**config.mk**
```make
export PLATFORM = sky130hd
export DESIGN_NAME = instr_fetch_queue_flat
export DESIGN_NICKNAME = d
export VERILOG_FILES = /design/src/rtl/instr_fetch_queue_if.sv /design/src/rtl/instr_fetch_queue.sv /design/src/flat_wrapper.sv
export SDC_FILE = /design/constraint.sdc
export NUM_CORES = 1
export LEC_CHECK = 0
export ABC_CLOCK_PERIOD_IN_PS = 5810
export CAP_MARGIN = 20
export CELL_PAD_IN_SITES_DETAIL_PLACEMENT = 1
export CELL_PAD_IN_SITES_GLOBAL_PLACEMENT = 2
export CORE_UTILIZATION = 32
export DETAILED_ROUTE_END_ITERATION = 7
export MAX_ROUTING_LAYER = met4
export PLACE_DENSITY_LB_ADDON = 0.08
export SYNTH_ARGS = -nofsm -noshare
export SYNTH_HDL_FRONTEND = slang
export SYNTH_SLANG_ARGS = --single-unit
```
**constraint.sdc**
```tcl
create_clock -name clk -period 5.81 [get_ports clk]
set_input_delay 1.162 -clock clk [delete_from_list [all_inputs] [get_ports clk]]
set_output_delay 1.162 -clock clk [all_outputs]
set_load 0.03 [all_outputs]
```
**src/rtl/instr_fetch_queue_if.sv**
```systemverilog
// instr_fetch_queue_if: groups the fetch stage's memory and decode handshakes.
// master: the fetch stage. It drives imem_req/imem_addr and id_valid/id_inst/id_pc/id_opcode.
//         It receives imem_gnt/imem_rvalid/imem_rdata, redirect/redirect_pc and id_ready.
// slave:  the surrounding memory, control and decode logic (the mirror of master).
interface instr_fetch_queue_if;
    logic        imem_req;
    logic [31:0] imem_addr;
    logic        imem_gnt;
    logic        imem_rvalid;
    logic [31:0] imem_rdata;
    logic        redirect;
    logic [31:0] redirect_pc;
    logic        id_valid;
    logic        id_ready;
    logic [31:0] id_inst;
    logic [31:0] id_pc;
    logic [4:0]  id_opcode;

    modport master (
        output imem_req, imem_addr, id_valid, id_inst, id_pc, id_opcode,
        input  imem_gnt, imem_rvalid, imem_rdata, redirect, redirect_pc, id_ready
    );

    modport slave (
        input  imem_req, imem_addr, id_valid, id_inst, id_pc, id_opcode,
        output imem_gnt, imem_rvalid, imem_rdata, redirect, redirect_pc, id_ready
    );
endinterface

```
**src/rtl/instr_fetch_queue.sv**
```systemverilog
// instr_fetch_queue: sequential PC generation, credit-limited instruction memory requests,
// an in-order DEPTH-entry response queue feeding decode, and redirect flush with stale-response drop.
// Ports: clk, rst_n (asynchronous, active-low).
//        bus (master modport) carries three groups of signals:
//          - memory: imem_req, imem_addr, imem_gnt, imem_rvalid, imem_rdata
//          - redirect: redirect, redirect_pc
//          - decode: id_valid, id_ready, id_inst, id_pc, id_opcode
module instr_fetch_queue #(
    parameter logic [31:0] RESET_PC = 32'h0000_0000,
    parameter int unsigned DEPTH    = 2
) (
    input  logic                clk,
    input  logic                rst_n,
    instr_fetch_queue_if.master bus
);
    localparam int unsigned PW  = $clog2(DEPTH);
    localparam int unsigned CW  = $clog2(DEPTH + 1);
    localparam logic [31:0] NOP = 32'h0000_0013;

    typedef enum logic {BOOT, RUN} state_t;

    typedef struct packed {
        logic [31:0] inst;
        logic [31:0] pc;
    } entry_t;

    state_t        state_q, state_d;
    logic [31:0]   pc_q, resp_pc_q;
    logic [CW-1:0] outst_q, discard_q, count_q;
    logic [PW-1:0] head_q, tail_q;
    entry_t        mem_q [DEPTH];
    entry_t        hold_q;
    entry_t        head_c;

    logic          req_c, grant_c, rsp_c, push_c, pop_c;
    logic [CW:0]   credit_c;
    logic [31:0]   target_c;
    logic          unused_ok;

    // Bits [1:0] of the redirect target are forced to zero.
    assign unused_ok = ^bus.redirect_pc[1:0];
    assign target_c  = {bus.redirect_pc[31:2], 2'b00};

    // Handshake qualification. A response with nothing outstanding is a protocol error and is ignored.
    always_comb begin
        credit_c = (CW+1)'(outst_q) + (CW+1)'(count_q);
        req_c    = (state_q == RUN) && !bus.redirect && (credit_c < (CW+1)'(DEPTH));
        grant_c  = req_c && bus.imem_gnt;
        rsp_c    = bus.imem_rvalid && (outst_q != '0);
        push_c   = rsp_c && (discard_q == '0) && !bus.redirect;
        pop_c    = (count_q != '0) && bus.id_ready;
    end

    // Boot lasts one cycle so the first request follows a full cycle out of reset.
    always_comb begin
        state_d = state_q;
        if (state_q == BOOT) begin
            state_d = RUN;
        end
    end

    // Control state. A redirect overrides every other update in its cycle.
    always_ff @(posedge clk or negedge rst_n) begin
        if (!rst_n) begin
            state_q   <= BOOT;
            pc_q      <= RESET_PC;
            resp_pc_q <= RESET_PC;
            outst_q   <= '0;
            discard_q <= '0;
            count_q   <= '0;
            head_q    <= '0;
            tail_q    <= '0;
            hold_q    <= '{inst: NOP, pc: RESET_PC};
        end else begin
            state_q <= state_d;
            if (bus.redirect) begin
                // Every request still in flight belongs to the old path.
                pc_q      <= target_c;
                resp_pc_q <= target_c;
                outst_q   <= outst_q - CW'(rsp_c);
                discard_q <= outst_q - CW'(rsp_c);
                count_q   <= '0;
                head_q    <= '0;
                tail_q    <= '0;
            end else begin
                if (grant_c) begin
                    pc_q <= pc_q + 32'd4;
                end
                outst_q <= outst_q + CW'(grant_c) - CW'(rsp_c);
                if (rsp_c && (discard_q != '0)) begin
                    discard_q <= discard_q - CW'(1);
                end
                if (push_c) begin
                    tail_q    <= tail_q + PW'(1);
                    resp_pc_q <= resp_pc_q + 32'd4;
                end
                if (pop_c) begin
                    head_q <= head_q + PW'(1);
                end
                count_q <= count_q + CW'(push_c) - CW'(pop_c);
            end
            // Remember the presented head so decode outputs hold once the queue empties.
            if (count_q != '0) begin
                hold_q <= mem_q[head_q];
            end
        end
    end

    // Queue storage; occupancy tracking makes a reset unnecessary here.
    always_ff @(posedge clk) begin
        if (push_c) begin
            mem_q[tail_q] <= '{inst: bus.imem_rdata, pc: resp_pc_q};
        end
    end

    always_comb begin
        head_c = (count_q != '0) ? mem_q[head_q] : hold_q;
    end

    assign bus.imem_req  = req_c;
    assign bus.imem_addr = pc_q;
    assign bus.id_valid  = (count_q != '0);
    assign bus.id_inst   = head_c.inst;
    assign bus.id_pc     = head_c.pc;
    assign bus.id_opcode = head_c.inst[6:2];
endmodule

```
**src/flat_wrapper.sv**
```systemverilog
// flat-port wrapper written by rule: the top's interface ports become plain ports
module instr_fetch_queue_flat 
#(
    parameter logic [31:0] RESET_PC = 32'h0000_0000,
    parameter int unsigned DEPTH    = 2
)
  (clk, rst_n, bus_imem_req, bus_imem_addr, bus_id_valid, bus_id_inst, bus_id_pc, bus_id_opcode, bus_imem_gnt, bus_imem_rvalid, bus_imem_rdata, bus_redirect, bus_redirect_pc, bus_id_ready);
  instr_fetch_queue_if bus_i ();
  input  logic clk;
  input  logic rst_n;
  output wire logic [$bits(bus_i.imem_req)-1:0] bus_imem_req;
  output wire logic [$bits(bus_i.imem_addr)-1:0] bus_imem_addr;
  output wire logic [$bits(bus_i.id_valid)-1:0] bus_id_valid;
  output wire logic [$bits(bus_i.id_inst)-1:0] bus_id_inst;
  output wire logic [$bits(bus_i.id_pc)-1:0] bus_id_pc;
  output wire logic [$bits(bus_i.id_opcode)-1:0] bus_id_opcode;
  input wire logic [$bits(bus_i.imem_gnt)-1:0] bus_imem_gnt;
  input wire logic [$bits(bus_i.imem_rvalid)-1:0] bus_imem_rvalid;
  input wire logic [$bits(bus_i.imem_rdata)-1:0] bus_imem_rdata;
  input wire logic [$bits(bus_i.redirect)-1:0] bus_redirect;
  input wire logic [$bits(bus_i.redirect_pc)-1:0] bus_redirect_pc;
  input wire logic [$bits(bus_i.id_ready)-1:0] bus_id_ready;
  assign bus_imem_req = bus_i.imem_req;
  assign bus_imem_addr = bus_i.imem_addr;
  assign bus_id_valid = bus_i.id_valid;
  assign bus_id_inst = bus_i.id_inst;
  assign bus_id_pc = bus_i.id_pc;
  assign bus_id_opcode = bus_i.id_opcode;
  assign bus_i.imem_gnt = bus_imem_gnt;
  assign bus_i.imem_rvalid = bus_imem_rvalid;
  assign bus_i.imem_rdata = bus_imem_rdata;
  assign bus_i.redirect = bus_redirect;
  assign bus_i.redirect_pc = bus_redirect_pc;
  assign bus_i.id_ready = bus_id_ready;
  instr_fetch_queue #(.RESET_PC(RESET_PC), .DEPTH(DEPTH)) u_core (.clk(clk), .rst_n(rst_n), .bus(bus_i));
endmodule
```
==> results of run 1 <==
==> through the flow <==
stage	total power [W]	utilization, %
finish	0.00753	42.3
global route	0.00795	42.3
CTS	0.00767	42.3
detailed placement	0.00563	39.1
global placement	0.00560	39.1
floorplan	0.00434	-
==> placed cells by master (no fill, tap or decap), types with 2 or more instances in the layout <==
cell type / count
xnor2_1: 14
edfxtp_1: 124
xor2_1: 25
clkbuf_1: 4
and2_1: 9
nand3_1: 19
clkinv_1: 2
nor4_1: 7
nand4_1: 27
or2_2: 2
a21oi_1: 17
a31oi_1: 4
dfstp_2: 3
mux2_2: 2
clkinv_2: 9
a41oi_1: 2
clkbuf_8: 5
buf_4: 10
nor3_1: 7
clkbuf_16: 31
nor2_1: 29
nand2_1: 118
and4_1: 2
o211ai_1: 12
dfrtp_1: 129
bufinv_16: 5
o311ai_0: 10
mux2i_1: 64
o21ai_0: 107
conb_1: 3
inv_1: 14
and3_1: 12
nor2b_1: 3
ha_1: 7
clkdlybuf4s50_1: 166
==> layer usage <==
metal	global-route usage (%)	vias to the layer above
met1	22.4	3338
li1	-	3376
met4	3.80	0
met5	-	-
met3	2.75	38
met2	24.7	168
==> where the power goes <==
part	switching, W	leakage [nW]	internal, W	total [W]
clock network	0.000730	0.528	0.00125	0.00198
logic	0.00185	1.83	0.00114	0.00299
registers	0.000254	2.74	0.00230	0.00255
total	0.00283	5.10	0.00470	0.00753
==> worst paths after layout <==
path,slack [ps],end,startpoint,cells after the start
max reg2reg,2860,u_core.bus.imem_addr[28]$_DFFE_PN0P_,u_core.outst_q[0]$_DFF_PN0_,11
max,1520,bus_id_pc[23],u_core.count_q[1]$_DFF_PN0_,5
max in group asynchronous,4170,u_core.resp_pc_q[17]$_DFFE_PN0N_,rst_n,2
min,490,u_core.hold_q[1]$_DFF_PN0_,u_core.hold_q[1]$_DFF_PN0_,1
min reg2reg,490,u_core.hold_q[1]$_DFF_PN0_,u_core.hold_q[1]$_DFF_PN0_,1
min in group asynchronous,500,u_core.hold_q[59]$_DFF_PN0_,rst_n,1
==> cell type report <==
type | instances | area share [%]
Inverter | 16 | 0.483
Multi-Input combinational cell | 522 | 23.5
Clock buffer | 40 | 6.26
Clock inverter | 16 | 1.49
Sequential cell | 257 | 51.4
Tap cell | 442 | 4.02
Timing Repair Buffer | 179 | 12.9
==> flip-flops by register name, indices dropped and copies added, names as in the netlist <==
register	count
u_core.tail_q	1
u_core.state_q	1
u_core.count_q	2
u_core.resp_pc_q	30
u_core.outst_q	2
u_core.hold_q	64
u_core.mem_q	124
u_core.discard_q	2
u_core.bus.imem_addr	30
u_core.head_q	1
==> cells by family (layout without fill, tap and decap cells) <==
family                   Yosys count  count (layout)  share of synthesized area [%]
other                              2               3                         0.0713
adder cells (fa/ha/maj)            8               8                           1.02
buffers and inverters             61             251                           2.64
multiplexers                      66              66                           6.29
AND/OR/NAND/NOR                  245             245                           11.1
AO/OA/AOI/OAI                    161             161                           8.67
flip-flops                       257             257                           67.0
XOR/XNOR                          39              39                           3.24
==> critical path: stages (launching register included) <==
cell             delay [ps]
dfrtp_1                 470
nor2_4                  710
buf_4                   410
nand2_1                  90
o21ai_0                 120
clkdlybuf4s50_1         780
==> run_results.csv, run 1 <==
group,metric,value,unit
status,outcome,"finished, final reports clean",
cts,post_cts_buffers,0,
cts,cts_root_buffer,"clkbuf_16",
global_routing,overflow,0,
final_layout,antennaDiodeCount,0,
synth,yosysSeqAreaShare,67.0,%
power,powerDensity,548,nW/um^2
final_layout,nets,1084,
final_layout,nFillCells,3451,
drt,firstDrtPassIters,4,
floorplan,start_util,32.5,%
place,preCtsSetupSlack,1990,ps
drt,drc,0,
place,hpwlAfterDp,16900,um
floorplan,die-area,33700,sq um
timing,period_share,73.8,%
timing,slew_headroom,32.5,%
synth,synthArstFlopShare,51.8,%
power,ir_drop,0.276,mV
global_routing,grt_pass1_wl,41100,um
min_path,hold_path.class,"reg -> reg",
cts,cts_tree,"done",
timing,worst_pin_slew,1010,ps
cts,clkSinkCount,257,
timing,rsz0062_at_grt,"false",
floorplan,chipWidth,183,um
final_layout,register_area,7060,sq um
timing,hold_violations,0,
drt,ant_nets,0,
critical_path,criticalPathCategory,"reg -> out",
synth,yosys_warnings,0,
cts,clk_pin_slew,60,ps
synth,synth.cell_area,10500,sq um
synth,synth_area_leaders,"edfxtp_1 (35%), dfrtp_1 (31%), mux2i_1 (6.1%), o21ai_0 (5.1%), nand2_1 (4.2%)",
cts,cts_buffer_depth,3,
final_layout,multiInputGateArea,3230,sq um
critical_path,worstPathRequired,4650,ps
power,leakage,5.10,nW
floorplan,rows,66,
drt,drt_iter0_markers,233,
timing,whs,486,ps
floorplan,coreArea,32500,sq um
drt,routed.top_layer,"met4",
global_routing,antenna_found_initial,0,
place,dp_cells,1416,
synth,syn_inst,839,
cts,clk_latency,540,ps
critical_path,cp-end-kind,"output port",
timing,setup_violations,0,
global_routing,grt_max_degree,64,
job,maxCapViolations,0,
critical_path,cp_max_fo,41,
synth,synth_common_cells,"dfrtp_1 (130), edfxtp_1 (124), nand2_1 (118)",
critical_path,cp.arrival,3130,ps
timing,tns,0,ps
synth,post-synth-top-area-cell,"edfxtp_1",
global_routing,grt_pass1_vias,7259,
place,dpl_cell_area,12700,sq um
timing,finalClockSkew,15.7,ps
floorplan,fp.dieH,183,um
drt,wl_met1,12800,um
timing,final_max_slew_viol_count,0,
floorplan,io_pins,173,
drt,viasPerCell,4.70,
synth,yosys.cell_count.top_type,"dfrtp_1",
timing,fin_ws,1520,ps
place,place_congestion,0.777,
cts,cts.repair.resized,0,
synth,avgSynthCellArea,12.6,sq um
place,place.port_buffers,168,
cts,cts_inserted_buffers,30,
timing,fin_crit,4290,ps
final_layout,drive_gt1_share,7.86,%
drt,wl_met3,1290,um
synth,ys.flop_type,"dfrtp_1",
drt,wl,26100,um
final_layout,syn_to_final_growth,30.4,%
synth,yosys.cell_types.count,51,
critical_path,cp-start-kind,"flop",
cts,cts_hold_buf,0,
final_layout,instances_no_fill,1472,
timing,fmax,0.233,GHz
synth,synth_top_area_share,35.3,%
final_layout,final_cell_area,13700,sq um
drt,wl_per_cell,17.7,um
synth,ys_ff_latch,257,
synth,synth_edf_count,124,
cts,h-tree-depth,1,
global_routing,grtUsageTotal,16.1,%
drt,num_vias,6920,
drt,met2_length,11600,um
(Power assumes the default switching activity.)
==> inputs of run 2 (changes only) <==
Settings changed: ABC_CLOCK_PERIOD_IN_PS 5810 to 4000, CORE_UTILIZATION 32 to 36.
Clock period 5.81 ns to 4 ns, I/O delays scaled along.
==> run 2 against run 1 <==
Critical path depth up 1. Global-route usage up 1.7 points. Combinational power up 52%. Non-clock buffer count up 7. Power up 42%. First-iteration DRC count up 6.0%. Register-to-register slack worse by 1800 ps. Die area down 11%. Routed wire length down 2.1%. Flip-flop and latch count unchanged. Core utilization up 5.1 points. Cell count down 3.7%.
==> run_results.csv, run 2 (synthesis gave the netlist of run 1 again) <==
group,metric,value,unit
status,outcome,"finished, final reports clean",
critical_path,startpoint,"u_core.outst_q[0]$_DFF_PN0_",
critical_path,cpPeakStageDelay,670,ps
drt,num_vias,7002,
critical_path,r2r_cells,11,
drt,wl_per_cell,18.0,um
critical_path,path_delay_family,"buffers and inverters",
timing,setup_violations,0,
place,place_congestion,0.783,
critical_path,timing.rr.start,"u_core.outst_q[0]$_DFF_PN0_",
drt,drt_iter0_markers,247,
global_routing,grt_max_degree,70,
floorplan,die-area,30000,sq um
power,leakage,5.09,nW
critical_path,cp_slowest_cell,"clkdlybuf4s50_1",
critical_path,rrSetupSlack,1020,ps
place,place.port_buffers,168,
timing,fmax,0.271,GHz
place,hpwlAfterDp,17100,um
final_layout,largest_register,"u_core.mem_q",
drt,wl,25500,um
final_layout,top_regs,"u_core.mem_q x124, u_core.hold_q x64",
floorplan,fp.dieH,173,um
global_routing,antenna_found_initial,0,
drt,viasPerCell,4.94,
floorplan,rows,62,
place,dp_cells,1365,
timing,slew_headroom,39.7,%
critical_path,reg2reg_to,"u_core.bus.imem_addr[28]$_DFFE_PN0P_",
final_layout,final_cell_mix,"clkdlybuf4s50_1 (166), dfrtp_1 (129), edfxtp_1 (124)",
timing,fin_crit,3700,ps
final_layout,instances_no_fill,1417,
job,maxCapViolations,0,
floorplan,start_util,36.6,%
critical_path,worstSetupEndpoint,"bus_imem_req",
power,powerDensity,783,nW/um^2
drt,drc,0,
critical_path,cp-end-kind,"output port",
critical_path,cp-start-kind,"flop",
cts,cts_buffer_depth,3,
timing,tns,0,ps
critical_path,worst-path-buf-inv,3,
floorplan,io_pins,173,
cts,clk_latency,530,ps
cts,post_cts_buffers,0,
floorplan,chipWidth,173,um
timing,rsz0062_at_grt,"false",
min_path,hold_path.class,"in -> async",
cts,cts_hold_buf,0,
timing,worst_pin_slew,901,ps
global_routing,overflow,0,
cts,h-tree-depth,1,
global_routing,grt_pass1_wl,41000,um
drt,ant_nets,0,
global_routing,grtUsageTotal,17.8,%
timing,hold_violations,0,
critical_path,worstPathCellList,"inv_1 > nor2_1 > fa_1 > or4b_4 > clkinv_2 > clkdlybuf4s50_1",
power,ir_drop,0.323,mV
final_layout,drive_gt1_share,7.65,%
final_layout,antennaDiodeCount,0,
global_routing,grt_pass1_vias,7291,
critical_path,cp.arrival,2900,ps
final_layout,nFillCells,2944,
final_layout,largest_reg_flops,124,
cts,clkSinkCount,257,
drt,firstDrtPassIters,4,
timing,period_share,92.4,%
timing,finalClockSkew,9.29,ps
final_layout,mostFrequentLayoutCell,"clkdlybuf4s50_1",
cts,cts_root_buffer,"clkbuf_16",
final_layout,nets,1089,
timing,final_max_slew_viol_count,0,
floorplan,coreArea,28800,sq um
cts,clk_pin_slew,60,ps
place,preCtsSetupSlack,849,ps
cts,cts_tree,"done",
cts,cts_inserted_buffers,28,
critical_path,worstPathRequired,3200,ps
critical_path,cp.depth,6,
timing,fin_ws,303,ps
critical_path,cp_max_fo,4,
cts,cts.repair.resized,0,
final_layout,syn_to_final_growth,29.7,%
critical_path,criticalPathCategory,"reg -> out",
-- run 2: final cells by class --
class	instances	area, sq um	area share [%]
Tap cell	384	480	3.52
Timing Repair Buffer	186	1930	14.1
Multi-Input combinational cell	522	3230	23.6
Clock inverter	15	123	0.897
Sequential cell	257	7060	51.7
Clock buffer	37	786	5.75
Inverter	16	66.3	0.485
-- run 2: metal layers --
metal	wire length [um]	GRT usage, %	up-vias
met5	0	-	-
met4	397	3.95	0
met3	1010	2.64	34
met2	11700	27.7	168
met1	12400	24.7	3410
li1	-	-	3390
-- run 2: power breakdown --
group / total, W / leakage, nW / switching, W / internal [W]
Clock: 0.00252 / 0.442 / 0.00102 / 0.00150
Sequential: 0.00366 / 2.74 / 0.000316 / 0.00334
Combinational: 0.00453 / 1.90 / 0.00277 / 0.00176
Total: 0.0107 / 5.09 / 0.00410 / 0.00660
-- run 2: worst min-delay path by stage --
stage / from / slack, ps / to / cells after the start
after global routing: rst_n / 340 / u_core.hold_q[59]$_DFF_PN0_ / 1
after detailed placement: u_core.hold_q[0]$_DFF_PN0_ / 470 / u_core.hold_q[0]$_DFF_PN0_ / 1
after CTS: rst_n / 310 / u_core.hold_q[59]$_DFF_PN0_ / 1
final: rst_n / 290 / u_core.hold_q[60]$_DFF_PN0_ / 1
after global placement: u_core.hold_q[1]$_DFF_PN0_ / 470 / u_core.hold_q[1]$_DFF_PN0_ / 1
after floorplan: u_core.resp_pc_q[31]$_DFFE_PN0N_ / 460 / u_core.mem_q[0][31]$_DFFE_PP_ / 0
-- run 2: worst register-to-register path: stages (launching register included) --
cell      delay [ps]
dfrtp_1          390
inv_1             80
nor2_1           130
fa_1             450
or4b_4           550
clkinv_2         100
nand2_4          210
clkinv_4         240
nor2_1           110
buf_4            260
o21ai_0          180
o311ai_0         150
-- run 2: per-stage QoR --
stage          util [%]  hold slack [ps]  total power [W]  cell area [sq um]
2_1_floorplan         -              463          0.00631              10600
3_3_place_gp       44.3              466          0.00823              12800
3_5_place_dp       44.3              472          0.00830              12800
4_1_cts            47.5              313           0.0109              13700
5_1_grt            47.5              344           0.0113              13700
6_report           47.5              295           0.0107              13700
